--- src/rtl/dly_tap_pkg.sv ---
// Shared definitions for the delay-line tap trainer.
package dly_tap_pkg;

    localparam int unsigned TAP_W    = 4;
    localparam int unsigned NUM_TAPS = 16;

    typedef enum logic [2:0] {
        IDLE,
        SETTLE,
        SAMPLE,
        NEXT,
        FINISH
    } state_t;

    // Floor of the midpoint, using a TAP_W+1 bit sum so it cannot overflow.
    function automatic logic [TAP_W-1:0] tap_centre(input logic [TAP_W-1:0] lo,
                                                    input logic [TAP_W-1:0] hi);
        logic [TAP_W:0] sum;
        sum = {1'b0, lo} + {1'b0, hi};
        return sum[TAP_W:1];
    endfunction

endpackage

--- src/rtl/dly_window_tracker.sv ---
// Tracks the longest contiguous run of passing taps.
// On a tie in run length, the earlier window is kept.
module dly_window_tracker
    import dly_tap_pkg::*;
(
    input  logic             clk,
    input  logic             rst_n,
    input  logic             clear,
    input  logic             upd,
    input  logic             pass,
    input  logic [TAP_W-1:0] tap,
    output logic [TAP_W-1:0] best_lo,
    output logic [TAP_W-1:0] best_hi,
    output logic             any_pass
);

    logic             r_in_run;
    logic [TAP_W-1:0] r_run_lo;
    logic [TAP_W-1:0] r_best_lo;
    logic [TAP_W-1:0] r_best_hi;
    logic             r_any;

    logic [TAP_W-1:0] w_run_lo;
    logic [TAP_W:0]   w_run_len;
    logic [TAP_W:0]   w_best_len;

    always_comb begin
        w_run_lo   = r_in_run ? r_run_lo : tap;
        w_run_len  = {1'b0, tap} - {1'b0, w_run_lo} + (TAP_W+1)'(1);
        w_best_len = r_any ? ({1'b0, r_best_hi} - {1'b0, r_best_lo} + (TAP_W+1)'(1)) : '0;
    end

    always_ff @(posedge clk or negedge rst_n) begin
        if (!rst_n) begin
            r_in_run  <= 1'b0;
            r_run_lo  <= '0;
            r_best_lo <= '0;
            r_best_hi <= '0;
            r_any     <= 1'b0;
        end else if (clear) begin
            r_in_run  <= 1'b0;
            r_run_lo  <= '0;
            r_best_lo <= '0;
            r_best_hi <= '0;
            r_any     <= 1'b0;
        end else if (upd) begin
            if (pass) begin
                r_in_run <= 1'b1;
                r_run_lo <= w_run_lo;
                r_any    <= 1'b1;
                if (w_run_len > w_best_len) begin
                    r_best_lo <= w_run_lo;
                    r_best_hi <= tap;
                end
            end else begin
                r_in_run <= 1'b0;
            end
        end
    end

    assign best_lo  = r_best_lo;
    assign best_hi  = r_best_hi;
    assign any_pass = r_any;

endmodule

--- src/rtl/dly_tap_trainer.sv ---
// Sweeps the 16-tap delay line and parks dly_sel at the centre of the
// widest passing window reported by the downstream pattern checker.
module dly_tap_trainer
    import dly_tap_pkg::*;
#(
    parameter int unsigned SETTLE_CYC  = 8,
    parameter int unsigned SAMPLES     = 16,
    parameter int unsigned DEFAULT_TAP = 0
) (
    input  logic             clk,
    input  logic             rst_n,
    input  logic             start,
    input  logic             sample_vld,
    input  logic             sample_ok,
    output logic [TAP_W-1:0] dly_sel,
    output logic             busy,
    output logic             done,
    output logic             fail,
    output logic [TAP_W-1:0] eye_lo,
    output logic [TAP_W-1:0] eye_hi
);

    localparam logic [7:0]       SETTLE_LAST = 8'(SETTLE_CYC - 1);
    localparam logic [7:0]       SAMPLE_LAST = 8'(SAMPLES - 1);
    localparam logic [TAP_W-1:0] DEF_TAP     = TAP_W'(DEFAULT_TAP);
    localparam logic [TAP_W-1:0] LAST_TAP    = TAP_W'(NUM_TAPS - 1);

    state_t           r_state;
    logic [7:0]       r_settle_cnt;
    logic [7:0]       r_sample_cnt;
    logic             r_tap_fail;
    logic [TAP_W-1:0] r_dly_sel;
    logic             r_busy;
    logic             r_done;
    logic             r_fail;
    logic [TAP_W-1:0] r_eye_lo;
    logic [TAP_W-1:0] r_eye_hi;

    logic             w_clear;
    logic             w_upd;
    logic [TAP_W-1:0] w_best_lo;
    logic [TAP_W-1:0] w_best_hi;
    logic             w_any_pass;

    // Start is refused in the done/fail cycle even though the FSM is already in IDLE.
    assign w_clear = (r_state == IDLE) && start && !r_done && !r_fail;
    assign w_upd   = (r_state == NEXT);

    dly_window_tracker u_tracker (
        .clk      (clk),
        .rst_n    (rst_n),
        .clear    (w_clear),
        .upd      (w_upd),
        .pass     (!r_tap_fail),
        .tap      (r_dly_sel),
        .best_lo  (w_best_lo),
        .best_hi  (w_best_hi),
        .any_pass (w_any_pass)
    );

    always_ff @(posedge clk or negedge rst_n) begin
        if (!rst_n) begin
            r_state      <= IDLE;
            r_settle_cnt <= '0;
            r_sample_cnt <= '0;
            r_tap_fail   <= 1'b0;
            r_dly_sel    <= DEF_TAP;
            r_busy       <= 1'b0;
            r_done       <= 1'b0;
            r_fail       <= 1'b0;
            r_eye_lo     <= '0;
            r_eye_hi     <= '0;
        end else begin
            r_done <= 1'b0;
            r_fail <= 1'b0;
            case (r_state)
                IDLE: begin
                    if (w_clear) begin
                        r_dly_sel    <= '0;
                        r_settle_cnt <= '0;
                        r_sample_cnt <= '0;
                        r_tap_fail   <= 1'b0;
                        r_busy       <= 1'b1;
                        r_state      <= SETTLE;
                    end
                end
                SETTLE: begin
                    if (r_settle_cnt == SETTLE_LAST) begin
                        r_sample_cnt <= '0;
                        r_tap_fail   <= 1'b0;
                        r_state      <= SAMPLE;
                    end else begin
                        r_settle_cnt <= r_settle_cnt + 8'd1;
                    end
                end
                SAMPLE: begin
                    if (sample_vld) begin
                        r_sample_cnt <= r_sample_cnt + 8'd1;
                        if (!sample_ok) begin
                            r_tap_fail <= 1'b1;
                        end
                        if (r_sample_cnt == SAMPLE_LAST) begin
                            r_state <= NEXT;
                        end
                    end
                end
                NEXT: begin
                    if (r_dly_sel == LAST_TAP) begin
                        r_state <= FINISH;
                    end else begin
                        r_dly_sel    <= r_dly_sel + TAP_W'(1);
                        r_settle_cnt <= '0;
                        r_state      <= SETTLE;
                    end
                end
                FINISH: begin
                    r_busy  <= 1'b0;
                    r_state <= IDLE;
                    if (w_any_pass) begin
                        r_eye_lo  <= w_best_lo;
                        r_eye_hi  <= w_best_hi;
                        r_dly_sel <= tap_centre(w_best_lo, w_best_hi);
                        r_done    <= 1'b1;
                    end else begin
                        r_dly_sel <= DEF_TAP;
                        r_fail    <= 1'b1;
                    end
                end
                default: r_state <= IDLE;
            endcase
        end
    end

    assign dly_sel = r_dly_sel;
    assign busy    = r_busy;
    assign done    = r_done;
    assign fail    = r_fail;
    assign eye_lo  = r_eye_lo;
    assign eye_hi  = r_eye_hi;

endmodule
--- config.mk ---
export PLATFORM = sky130hd
export DESIGN_NAME = dly_tap_trainer
export DESIGN_NICKNAME = d
export VERILOG_FILES = /design/src/rtl/dly_tap_pkg.sv /design/src/rtl/dly_window_tracker.sv /design/src/rtl/dly_tap_trainer.sv
export SDC_FILE = /design/constraint.sdc
export NUM_CORES = 1
export LEC_CHECK = 0
export ABC_AREA = 1
export CAP_MARGIN = 25
export CORE_MARGIN = 3
export CORE_UTILIZATION = 50
export DETAILED_ROUTE_END_ITERATION = 6
export GPL_TIMING_DRIVEN = 0
export PLACE_DENSITY = 0.77
export SKIP_LAST_GASP = 1
export SYNTH_ARGS = -nofsm -noshare
export SYNTH_HDL_FRONTEND = slang
export SYNTH_HIERARCHICAL = 1
export SYNTH_SLANG_ARGS = --single-unit
--- constraint.sdc ---
create_clock -name clk -period 4.43 [get_ports clk]
set_input_delay 1.329 -clock clk [delete_from_list [all_inputs] [get_ports clk]]
set_output_delay 1.329 -clock clk [all_outputs]
set_load 0.1 [all_outputs]
# --- After elaboration in Yosys (flattened, before gate mapping) ---
# Cells that the tools add are included.
word_totals:
  elab_cells: 107
  register_bits: 49
  inputBits: 5
classes:
  n_addsub: 8
  order_cmp: 1
  n_reduce_logical: 21
  muxes: 47
  n_eq_ne: 15
op_table:
  columns: ["operator", "n"]
  rows:
  - ["4-bit two-way mux", 15]
  - ["8-bit case mux with 3 select lines", 2]
  - ["8-bit two-way mux", 5]
  - ["8-bit by 1-bit adder with 8-bit output, second input constant", 2]
  - ["1-bit two-way mux", 15]
  - ["3-bit two-way mux", 5]
  - ["2-bit inequality test, second input constant", 6]
  - ["3-bit case mux with 4 select lines", 1]
  - ["4-bit case mux with 3 select lines", 1]
  - ["4-bit AND reduction", 3]
  - ["5-bit by 1-bit adder with 5-bit output, second input constant", 2]
  - ["4-bit by 4-bit subtractor with 5-bit output", 2]
  - ["3-bit nonzero test", 3]
  - ["8-bit by 3-bit equality test with 1-bit output, second input constant", 1]
  - ["8-bit by 4-bit equality test with 1-bit output, second input constant", 1]
  - ["3-bit by 2-bit equality test with 1-bit output, second input constant", 2]
  - ["2-bit AND reduction", 3]
  - ["3-bit AND reduction", 2]
  - ["2-bit nonzero test", 3]
  - ["4-bit by 4-bit adder with 5-bit output", 1]
  - ["5-bit greater-than comparator", 1]
  - ["5-bit two-way mux", 1]
  - ["5-bit AND reduction", 1]
  - ["4-bit by 1-bit adder with 4-bit output, second input constant", 1]
  - ["9 further kinds", 13]

# --- Logic depth before layout (Yosys ltp) ---
# Gate-level depths: netlist of run 1.
logic_depth:
  word_depth: 8
  depth_mapped: 18
  depth_no_buf: 18

# --- Modules after synthesis ---
# The synthesis of run 1 kept the hierarchy.
modules_own_cells:
  columns: ["module", "instances", "cells_each", "seq_area_each_um2", "area_each_um2"]
  rows:
  - ["dly_tap_trainer", 1, 264, 875.8, 2042.0]
  - ["dly_window_tracker", 1, 139, 350.3, 1138.6]

# --- Least setup slack after synthesis of run 1 ---
# OpenSTA, ideal clock, no wires.
synth_timing:
  kind: "reg-to-reg"
  from: "reg r_dly_sel[2], in the netlist dly_sel[2]"
  to: "reg u_tracker.r_best_hi[0], in the netlist u_tracker/best_hi[0]"
  period_less_slack_ps: 3254
  path_slack_ps: 1176
  setup_ps: 124
  n_path_buf: 0
  stages_incl_launch_ff: 13
  t_arrival_ps: 3129
  cell_sequence: "dfrtp_1 > o21ai_0 > ha_1 > inv_1 > fa_1 > inv_1 > ha_1 > nand2_1 > nor2_4 > a21oi_4 > nand2_4 > nand3_1 > nand2_1"
synth_via:
  elab_chain_cells: 6
synth_rtl:
  columns: ["element", "line_no", "rtl"]
  rows:
  - ["start: declaration", "dly_tap_trainer.sv:32", "logic [TAP_W-1:0] r_dly_sel;"]
  - ["start signal: assignment", "dly_tap_trainer.sv:111", "r_dly_sel <= r_dly_sel + TAP_W'(1);"]
  - ["start signal: assignment", "dly_tap_trainer.sv:122", "r_dly_sel <= tap_centre(w_best_lo, w_best_hi);"]
  - ["4-bit two-way mux", "dly_window_tracker.sv:28", "w_run_lo = r_in_run ? r_run_lo : tap;"]
  - ["4-bit by 4-bit subtractor with 5-bit output (*)", "dly_window_tracker.sv:29", "w_run_len = {1'b0, tap} - {1'b0, w_run_lo} + (TAP_W+1)'(1);"]
  - ["5-bit by 1-bit adder with 5-bit output (*)", "dly_window_tracker.sv:29", null]
  - ["5-bit greater-than comparator (*)", "dly_window_tracker.sv:51", "if (w_run_len > w_best_len) begin"]
  - ["2-bit nonzero test (no source line) (*)", null, null]
  - ["3-bit AND reduction (no source line) (*)", null, null]
  - ["end signal: assignment", "dly_window_tracker.sv:53", "r_best_hi <= tap;"]
  - ["end: declaration", "dly_window_tracker.sv:20", "logic [TAP_W-1:0] r_best_hi;"]
# Every way passes the cells marked *; elsewhere a longest branch is shown, timed or not.
# A chain may end at the register's enable or synchronous reset.

# --- Worst setup path in the final report of run 1 ---
layout_timing:
  from: "reg r_dly_sel[0], in the netlist dly_sel[0]"
  to: "out dly_sel[0]"
layout_rtl:
  columns: ["element", "line_no", "rtl"]
  rows:
  - ["end: declaration", "dly_tap_trainer.sv:15", "output logic [TAP_W-1:0] dly_sel,"]
# No word-level cell between the ends.

==> key figures, run 1 <==
Finish
  • Antenna diodes: 0
  • Multi-input gate area in the final layout: 1720 sq um
  • Commonest non-fill, non-tap cells in the layout: nand2_1, inv_1, dfrtp_1
  • Commonest non-fill, non-tap cell in the layout: nand2_1
  • Fin util: 0.593
  • Number of fill cells in the layout: 542
  • Seq. cell area: 1230 sq um
  • Number of nets in the layout: 463
  • Area grow syn2layout: 12.4%
  • Layout cell share with drive strength beyond 1: 0.102

Critical path
  • Crit path capture type: primary output
  • Crit path from: dly_sel[0]$_DFFE_PN0P_
  • Critical path arrival: 2.04 ns
  • Crit path cell chain: clkdlybuf4s50_1
  • CP peak stage delay: 1.20 ns
  • Reg-to-Reg End: u_tracker/best_lo[3]$_DFFE_PN0P_
  • R2r startpoint: u_tracker/r_in_run$_DFFE_PN0P_
  • Reg2reg path depth: 16
  • Critical path fanouts, max: 8
  • Startpoint types: flip-flop
  • Reg-to-reg setup timing slack: 1.58 ns
  • Req. time, crit path: 3.10 ns
  • Critical path class: flip-flop to primary output
  • CP Buf/Inv Count: 1
  • Critical path's top delay family: buffers and inverters
  • Critical-path top delay cell: clkdlybuf4s50_1

Floorplan
  • Area of the core: 6030 sq um
  • Starting Density: 0.528
  • Die height: 85.8 microns
  • Die Wd: 85.8 microns
  • Top Ports: 20
  • Rows: 28
  • Full die area: roughly 7400 sq um

Timing
  • Final Critical Period: about 3.4 ns
  • Fin Clk Skew: approximately 0.013 ns
  • Worst Setup Slack, final: 1.06 ns
  • Final Cycle Share: 0.761
  • WHS: around 0.48 ns
  • RSZ-0062 raised after global routing: no
  • Final hold viol count: 0
  • Final max-slew violation count: 0
  • Final setup fails: 0
  • Setup_tns: 0 ns
  • Fmax: 297 MHz
  • Worst-Margin Slew: 0.967 ns
  • Relative slew slack: 0.353

Synthesis
  • Largest family of logic cells by synthesized area: simple AND/OR/NAND/NOR gates
  • Post-synthesis simple-gate area fraction: 0.331
  • Post-synthesis compound-gate area fraction: 0.0751
  • Number of synthesized flops with an enable pin: 0
  • Netlist cell types: 38
  • Adder-cell share of the synthesized area: 0.117
  • Syn_area_per_cell: 7.89 sq um
  • Syn nets: between 400 and 500
  • Post-Syn Area: 3180 sq um
  • Most used DFF post-synth: dfrtp_1
  • Mux contribution to synthesized area: 0.00354
  • Post-synthesis sequential area ratio: 0.386
  • Post-synth ARST share: 1.00
  • Flops & latches, synth: around 50
  • Syn Inst Count: 403
  • XOR/XNOR share of the synthesized area: 0.0138
  • Synth warn: 6

Global route
  • First-pass GRT wire length: 11.4 mm
  • Largest net degree at the start of global routing: 26
  • Global Route met2 Usage: 0.314
  • Met1 usage: 0.261
  • Met3 Use GR: 0.0346
  • Grt total ovfl: 0
  • Busiest layer in global routing: met2
  • Gr usage total: 0.190
  • Vias in the first global route: 2487
  • Initial antenna violation count: 0

Min path
  • End of the worst hold path: eye_hi[0]$_DFFE_PN0P_
  • Worst min-delay path startpoint: eye_hi[0]$_DFFE_PN0P_
  • Hold Crit Class: flip-flop to flip-flop
  • Worst hold path depth: 2

Drt
  • Initial DRC count: 165
  • Vias post-DR: roughly 2700
  • Routed vias/inst: 5.27
  • DR WL/cell: about 13 microns
  • DR DRC count: 0
  • 1st-pass router iterations: 4
  • Total Wirelength: between 6 and 7 mm
  • Antenna-violating nets left: 0

CTS
  • Setup Fix Bufs, Post-CTS: 0
  • Total clock buffers created by CTS: 5
  • Hold buffers post-CTS: 0
  • Clock latency on the worst-skew pair: ~0.3 ns
  • TritonCTS Sinks: 49
  • Clk slew on worst S/H paths: 0.10 ns
  • Clk root buf: clkbuf_8
  • Clock buffer depth: 2
  • Clock H-tree levels: 2
  • CTS tree: done
  • CTS-repair resized insts: 0

Power and ir drop
  • Pwr Total: 2.38 mW
  • Pwr/cell area: 665 nW/um^2
  • Maximum vdd drop: 0.498 mV
  • Static Leak: 1.90 nW

Run
  • Max Cap Viol: 0

Placed design
  • Post-DP HPWL: 4.89 mm
  • I/O Buffers: 19
  • Routability congestion estimate: around 0.89
  • Place WS: around 1.2 ns

Status
  • Status: complete, no violations
==> stage by stage <==
step,cells,instance area [sq um]
finish,506,3580
global route,506,3580
CTS,506,3580
detailed placement,498,3480
global placement,497,3460
floorplan,403,3180
==> where the power goes <==
group          internal (mW)  leakage [nW]  total [mW]  switching, mW
clock network          0.127        0.0512       0.280          0.153
logic                  0.513          1.18        1.47          0.959
registers              0.525         0.665       0.624         0.0991
==> layer usage <==
layer  up-vias  part of all wire
li1       1360                 -
met1      1253              0.48
met2        48              0.48
met3         4             0.035
met4         0            0.0075
met5         -                 0
==> how the worst max path moves through the flow <==
stage / to / slack, ns / cells after the start
after floorplan: u_tracker/best_hi[0]$_DFFE_PN0P_ / 1.18 / 12
after global placement: u_tracker/r_run_lo[2]$_DFFE_PN0P_ / 0.64 / 1
after detailed placement: u_tracker/r_run_lo[1]$_DFFE_PN0P_ / 1.24 / 6
after CTS: dly_sel[0] / 1.05 / 1
after global routing: dly_sel[2] / 0.99 / 1
final: dly_sel[0] / 1.06 / 1
==> state kept, by name, indices dropped and copies added, names as in the netlist, 3 cells and up <==
register,flops
eye_lo,4
u_tracker/best_lo,4
u_tracker/r_run_lo,4
r_sample_cnt,8
eye_hi,4
dly_sel,4
r_state,3
u_tracker/best_hi,4
r_settle_cnt,8
==> cell families after synthesis <==
family | count (synthesis)
AO/OA/AOI/OAI | 41
XOR/XNOR | 5
adder cells (fa/ha/maj) | 28
buffers and inverters | 58
flip-flops | 49
multiplexers | 1
AND/OR/NAND/NOR | 221
==> cell usage after synthesis (4+ instances only) <==
cell type,instances,share of area
nand2_1,111,0.13
dfrtp_1,49,0.39
inv_1,49,0.058
nand3_1,45,0.071
nor2_1,28,0.033
ha_1,25,0.098
o21ai_0,17,0.027
a21oi_1,12,0.019
nand4_1,8,0.016
nand2_2,5,0.0098
o21ai_1,5,0.0079
nand2_4,4,0.014
nand3_2,4,0.013
==> area by class of cell <==
type                    instances  area share
plain buffers                   5     0.00910
clock buffers                   6      0.0231
clock inverters                 2     0.00385
inverters                      53      0.0563
multi-input cells             296       0.481
flip-flops and latches         49       0.343
well taps                      75      0.0262
repair buffers                 20      0.0574
No activity file was read; power rests on OpenSTA's default activity.
==> inputs of run 2 (changes only) <==
==> constraint.sdc (replaced) <==
create_clock -name clk -period 3.3 [get_ports clk]
set_input_delay 0.99 -clock clk [delete_from_list [all_inputs] [get_ports clk]]
set_output_delay 0.99 -clock clk [all_outputs]
set_load 0.1 [all_outputs]
==> results of run 2 <==
Same layout as run 1 (identical final DEF). Status: complete, no violations.
Among the figures that moved: setup slack after placement 1.24 ns -> 0.448 ns; setup slack after layout 1.06 ns -> 0.267 ns; register-to-register setup slack 1.58 ns -> 0.45 ns; total power 2.38 mW -> 3.19 mW; worst IR drop on VDD 0.498 mV -> 0.669 mV
==> inputs of run 3 (changes only) <==
--- a/config.mk
+++ b/config.mk
@@ -10,8 +10,7 @@
 export CORE_MARGIN = 3
 export CORE_UTILIZATION = 50
 export DETAILED_ROUTE_END_ITERATION = 6
-export GPL_TIMING_DRIVEN = 0
-export PLACE_DENSITY = 0.77
+export PLACE_DENSITY = 0.8
 export SKIP_LAST_GASP = 1
 export SYNTH_ARGS = -nofsm -noshare
 export SYNTH_HDL_FRONTEND = slang
==> constraint.sdc (replaced) <==
create_clock -name clk -period 2.4 [get_ports clk]
set_input_delay 0.72 -clock clk [delete_from_list [all_inputs] [get_ports clk]]
set_output_delay 0.72 -clock clk [all_outputs]
set_load 0.1 [all_outputs]
==> run 3 against run 2 <==
  * Clock power increased by 57%
  * Via count increased by 2.5%
  * The run now ends with negative setup slack left
  * Critical path depth up 16
  * Cell count is 4.9% higher
  * Highest routed layer unchanged
  * Largest cell class unchanged
  * Critical path type is now flip-flop to flip-flop
  * Clock skew shrank 0.0043 ns
  * Sequential power up 35%
  * Worst hold slack worse by 0.079 ns
  * Wire length rose by 5.6%
  * Register-to-register slack lost 0.82 ns
  * Global-route usage up 1.2 points
  * Die area is the same
==> key figures, run 3 (same netlist as run 1, synthesis figures left out) <==
Min path
  • Hold Crit Class: input pin to asynchronous set/reset pin (was flip-flop to flip-flop)

Placed design
  • Placed insts: 515 (was 498)
  • I/O Buffers: 19 (unchanged)
  • Place WS: -0.387 ns (was 0.448 ns)
  • Routability congestion estimate: 0.895 (was 0.887)
  • DP Area: 3590 sq um (was 3480 sq um)
  • Post-DP HPWL: 5.07 mm (was 4.89 mm)

Timing
  • Final Critical Period: 2.77 ns
  • Worst Setup Slack, final: -0.374 ns (was 0.267 ns)
  • Relative slew slack: 0.696 (was 0.353)
  • Final Cycle Share: 1.16
  • RSZ-0062 raised after global routing: yes (was no)
  • Final setup fails: 8 (was 0)
  • Final max-slew violation count: 0 (unchanged)
  • Final hold viol count: 0 (unchanged)
  • Fin Clk Skew: 0.00851 ns (was 0.0128 ns)
  • Worst-Margin Slew: 0.454 ns (was 0.967 ns)
  • Setup_tns: -2.85 ns (was 0 ns)
  • WHS: 0.402 ns (was 0.481 ns)
  • Fmax: 361 MHz

Power and ir drop
  • Switching portion of total power: 0.489 (was 0.510)
  • Int Power: 2.70 mW (was 1.56 mW)
  • Pwr/cell area: 1360 nW/um^2 (was 892 nW/um^2)
  • Maximum vdd drop: 0.917 mV (was 0.669 mV)
  • Switching Power: 2.59 mW (was 1.63 mW)
  • Gate power share: 0.675 (was 0.620)
  • Clock power frac: 0.111 (was 0.118)
  • Register share of total power: 0.214 (was 0.263)
  • Static Leak: 2.05 nW (was 1.90 nW)

CTS
  • Clk slew on worst S/H paths: 0.09 ns (was 0.10 ns)
  • Clock H-tree levels: 2 (unchanged)
  • CTS tree: done (unchanged)
  • Clk root buf: clkbuf_8 (unchanged)
  • Total clock buffers created by CTS: 5 (unchanged)
  • Clock latency on the worst-skew pair: 0.30 ns (about the same)
  • Clock buffer depth: 2 (unchanged)
  • TritonCTS Sinks: 49 (unchanged)

Finish
  • Number of fill cells in the layout: 498 (was 542)
  • Top flop regs: r_sample_cnt (8), r_settle_cnt (8) (unchanged)
  • Area grow syn2layout: 21.9% (was 12.4%)
  • Antenna diodes: 0 (unchanged)
  • Fin area: 3880 sq um (was 3580 sq um)
  • Number of nets in the layout: 488 (was 463)
  • Post-route insts no fill: 531 (was 506)
  • Commonest non-fill, non-tap cell in the layout: nand2_1 (unchanged)
  • Layout cell share with drive strength beyond 1: 0.241 (was 0.102)
  • Commonest non-fill, non-tap cells in the layout: nand2_1, inv_1, dfrtp_1 (unchanged)

Floorplan
  • Starting Density: 0.528 (unchanged)
  • Area of the core: 6030 sq um (unchanged)
  • Full die area: 7350 sq um (unchanged)
  • Rows: 28 (unchanged)
  • Top Ports: 20 (unchanged)
  • Die Wd: 85.8 microns (unchanged)
  • Die height: 85.8 microns (unchanged)

Global route
  • Largest net degree at the start of global routing: 26 (unchanged)
  • First-pass GRT wire length: 11.9 mm (was 11.4 mm)
  • Vias in the first global route: 2694 (was 2487)
  • Gr usage total: 0.202 (was 0.190)
  • Initial antenna violation count: 0 (unchanged)
  • Grt total ovfl: 0 (unchanged)

Critical path
  • Crit path cell chain: inv_2, nand2_2, nand2_1, ha_1, inv_1, ha_2, inv_2, fa_2, xnor2_1, ha_1, nand2_2, nor2_4, a21oi_4, buf_12, nand2_8, nand3_2, nand2_1 (was clkdlybuf4s50_1)
  • Req. time, crit path: 2.60 ns (was 2.31 ns)
  • Critical-path top delay cell: dfrtp_2 (was clkdlybuf4s50_1)
  • Crit path capture type: flip-flop (was primary output)
  • Critical path arrival: 2.97 ns (was 2.04 ns)
  • Critical path class: flip-flop to flip-flop (was flip-flop to primary output)
  • Critical path's top delay family: adder cells (was buffers and inverters)
  • Startpoint types: flip-flop (unchanged)
  • Critical path fanouts, max: 8 (unchanged)
  • CP peak stage delay: 0.46 ns (was 1.20 ns)
  • CP Buf/Inv Count: 4 (was 1)

Drt
  • DR WL/cell: 12.7 microns (was 12.6 microns)
  • DR DRC count: 0 (unchanged)
  • Routed vias/inst: 5.15 (was 5.27)
  • Antenna-violating nets left: 0 (unchanged)
  • Initial DRC count: 93 (was 165)
  • Total Wirelength: 6.76 mm (was 6.40 mm)
  • Vias post-DR: 2732 (was 2665)
  • 1st-pass router iterations: 4 (unchanged)

Status
  • Failing checks: negative setup slack
  • Status: finished with violations (was complete, no violations)

Run
  • Max Cap Viol: 0 (unchanged)
## run 3: cell count changes in the layout (fill, tap and decap cells not counted), sizes merged
cell           delta
buf              +39
nand3             +1
clkinv            -1
bufinv            +1
clkdlybuf4s50    -15
## run 3: worst paths after layout
check	startpoint	to	slack (ns)	depth (start not counted)
setup / recovery	u_tracker/r_in_run$_DFFE_PN0P_	u_tracker/best_lo[0]$_DFFE_PN0P_	-0.37	17
hold / removal	rst_n	r_settle_cnt[6]$_DFFE_PN0P_	0.40	2
setup reg to reg	u_tracker/r_in_run$_DFFE_PN0P_	u_tracker/best_lo[0]$_DFFE_PN0P_	-0.37	17
hold reg to reg	eye_lo[2]$_DFFE_PN0P_	eye_lo[2]$_DFFE_PN0P_	0.48	2
max in group asynchronous	rst_n	dly_sel[2]$_DFFE_PN0P_	1.72	2
min in group clk	eye_lo[2]$_DFFE_PN0P_	eye_lo[2]$_DFFE_PN0P_	0.48	2
## run 3: metal layers
| layer | vias to the layer above | GRT usage | share of wire |
|---|---|---|---|
| li1 | 1413 | - | - |
| met4 | 0 | 0.0705 | 0.013 |
| met2 | 41 | 0.338 | 0.48 |
| met5 | - | 0 | 0 |
| met1 | 1265 | 0.260 | 0.47 |
| met3 | 13 | 0.0423 | 0.045 |
## run 3: repair_timing
| action | CTS | global route |
|---|---|---|
| hold endpoints to repair | 0 | 0 |
| hold buffers | 0 | 0 |
| gates resized for setup | 16 | 9 |
| setup endpoints to repair | 8 | 8 |
| cloned | 1 | 0 |
| setup buffers | 4 | 3 |
| pin swaps | 9 | 10 |
## run 3: area by class of cell
type                            count  area [sq um]  share of cell area
Tap cell                           75          93.8              0.0242
Inverter                           53           201              0.0520
Clock inverter                      2          38.8              0.0100
Multi-Input combinational cell    297          1840               0.475
Timing Repair Buffer               49           389               0.100
Clock buffer                        6          72.6              0.0187
Sequential cell                    49          1240               0.320
## run 3: worst reg2reg max path: stages, from the launching register on
cell     delay [ns]
dfrtp_2        0.46
inv_2          0.07
nand2_2        0.08
nand2_1        0.05
ha_1           0.26
inv_1          0.06
ha_2           0.17
inv_2          0.04
fa_2           0.33
xnor2_1        0.14
ha_1           0.30
nand2_2        0.10
nor2_4         0.06
a21oi_4        0.22
buf_12         0.14
nand2_8        0.07
nand3_2        0.08
nand2_1        0.06
## run 3: power by group through the flow
| stage | combinational (mW) | clock (mW) | sequential, mW |
|---|---|---|---|
| 2_1_floorplan | 2.14 | 0 | 1.26 |
| 3_3_place_gp | 2.82 | 0 | 1.13 |
| 3_5_place_dp | 2.96 | 0 | 1.13 |
| 4_1_cts | 3.35 | 0.598 | 1.13 |
| 5_1_grt | 3.96 | 0.634 | 1.15 |
| 6_report | 3.57 | 0.588 | 1.13 |
## run 3: metrics by stage
step / utilization / power, mW
6_report: 0.643 / 5.29
4_1_cts: 0.632 / 5.07
5_1_grt: 0.643 / 5.75
3_3_place_gp: 0.597 / 3.95
2_1_floorplan: - / 3.41
3_5_place_dp: 0.597 / 4.09
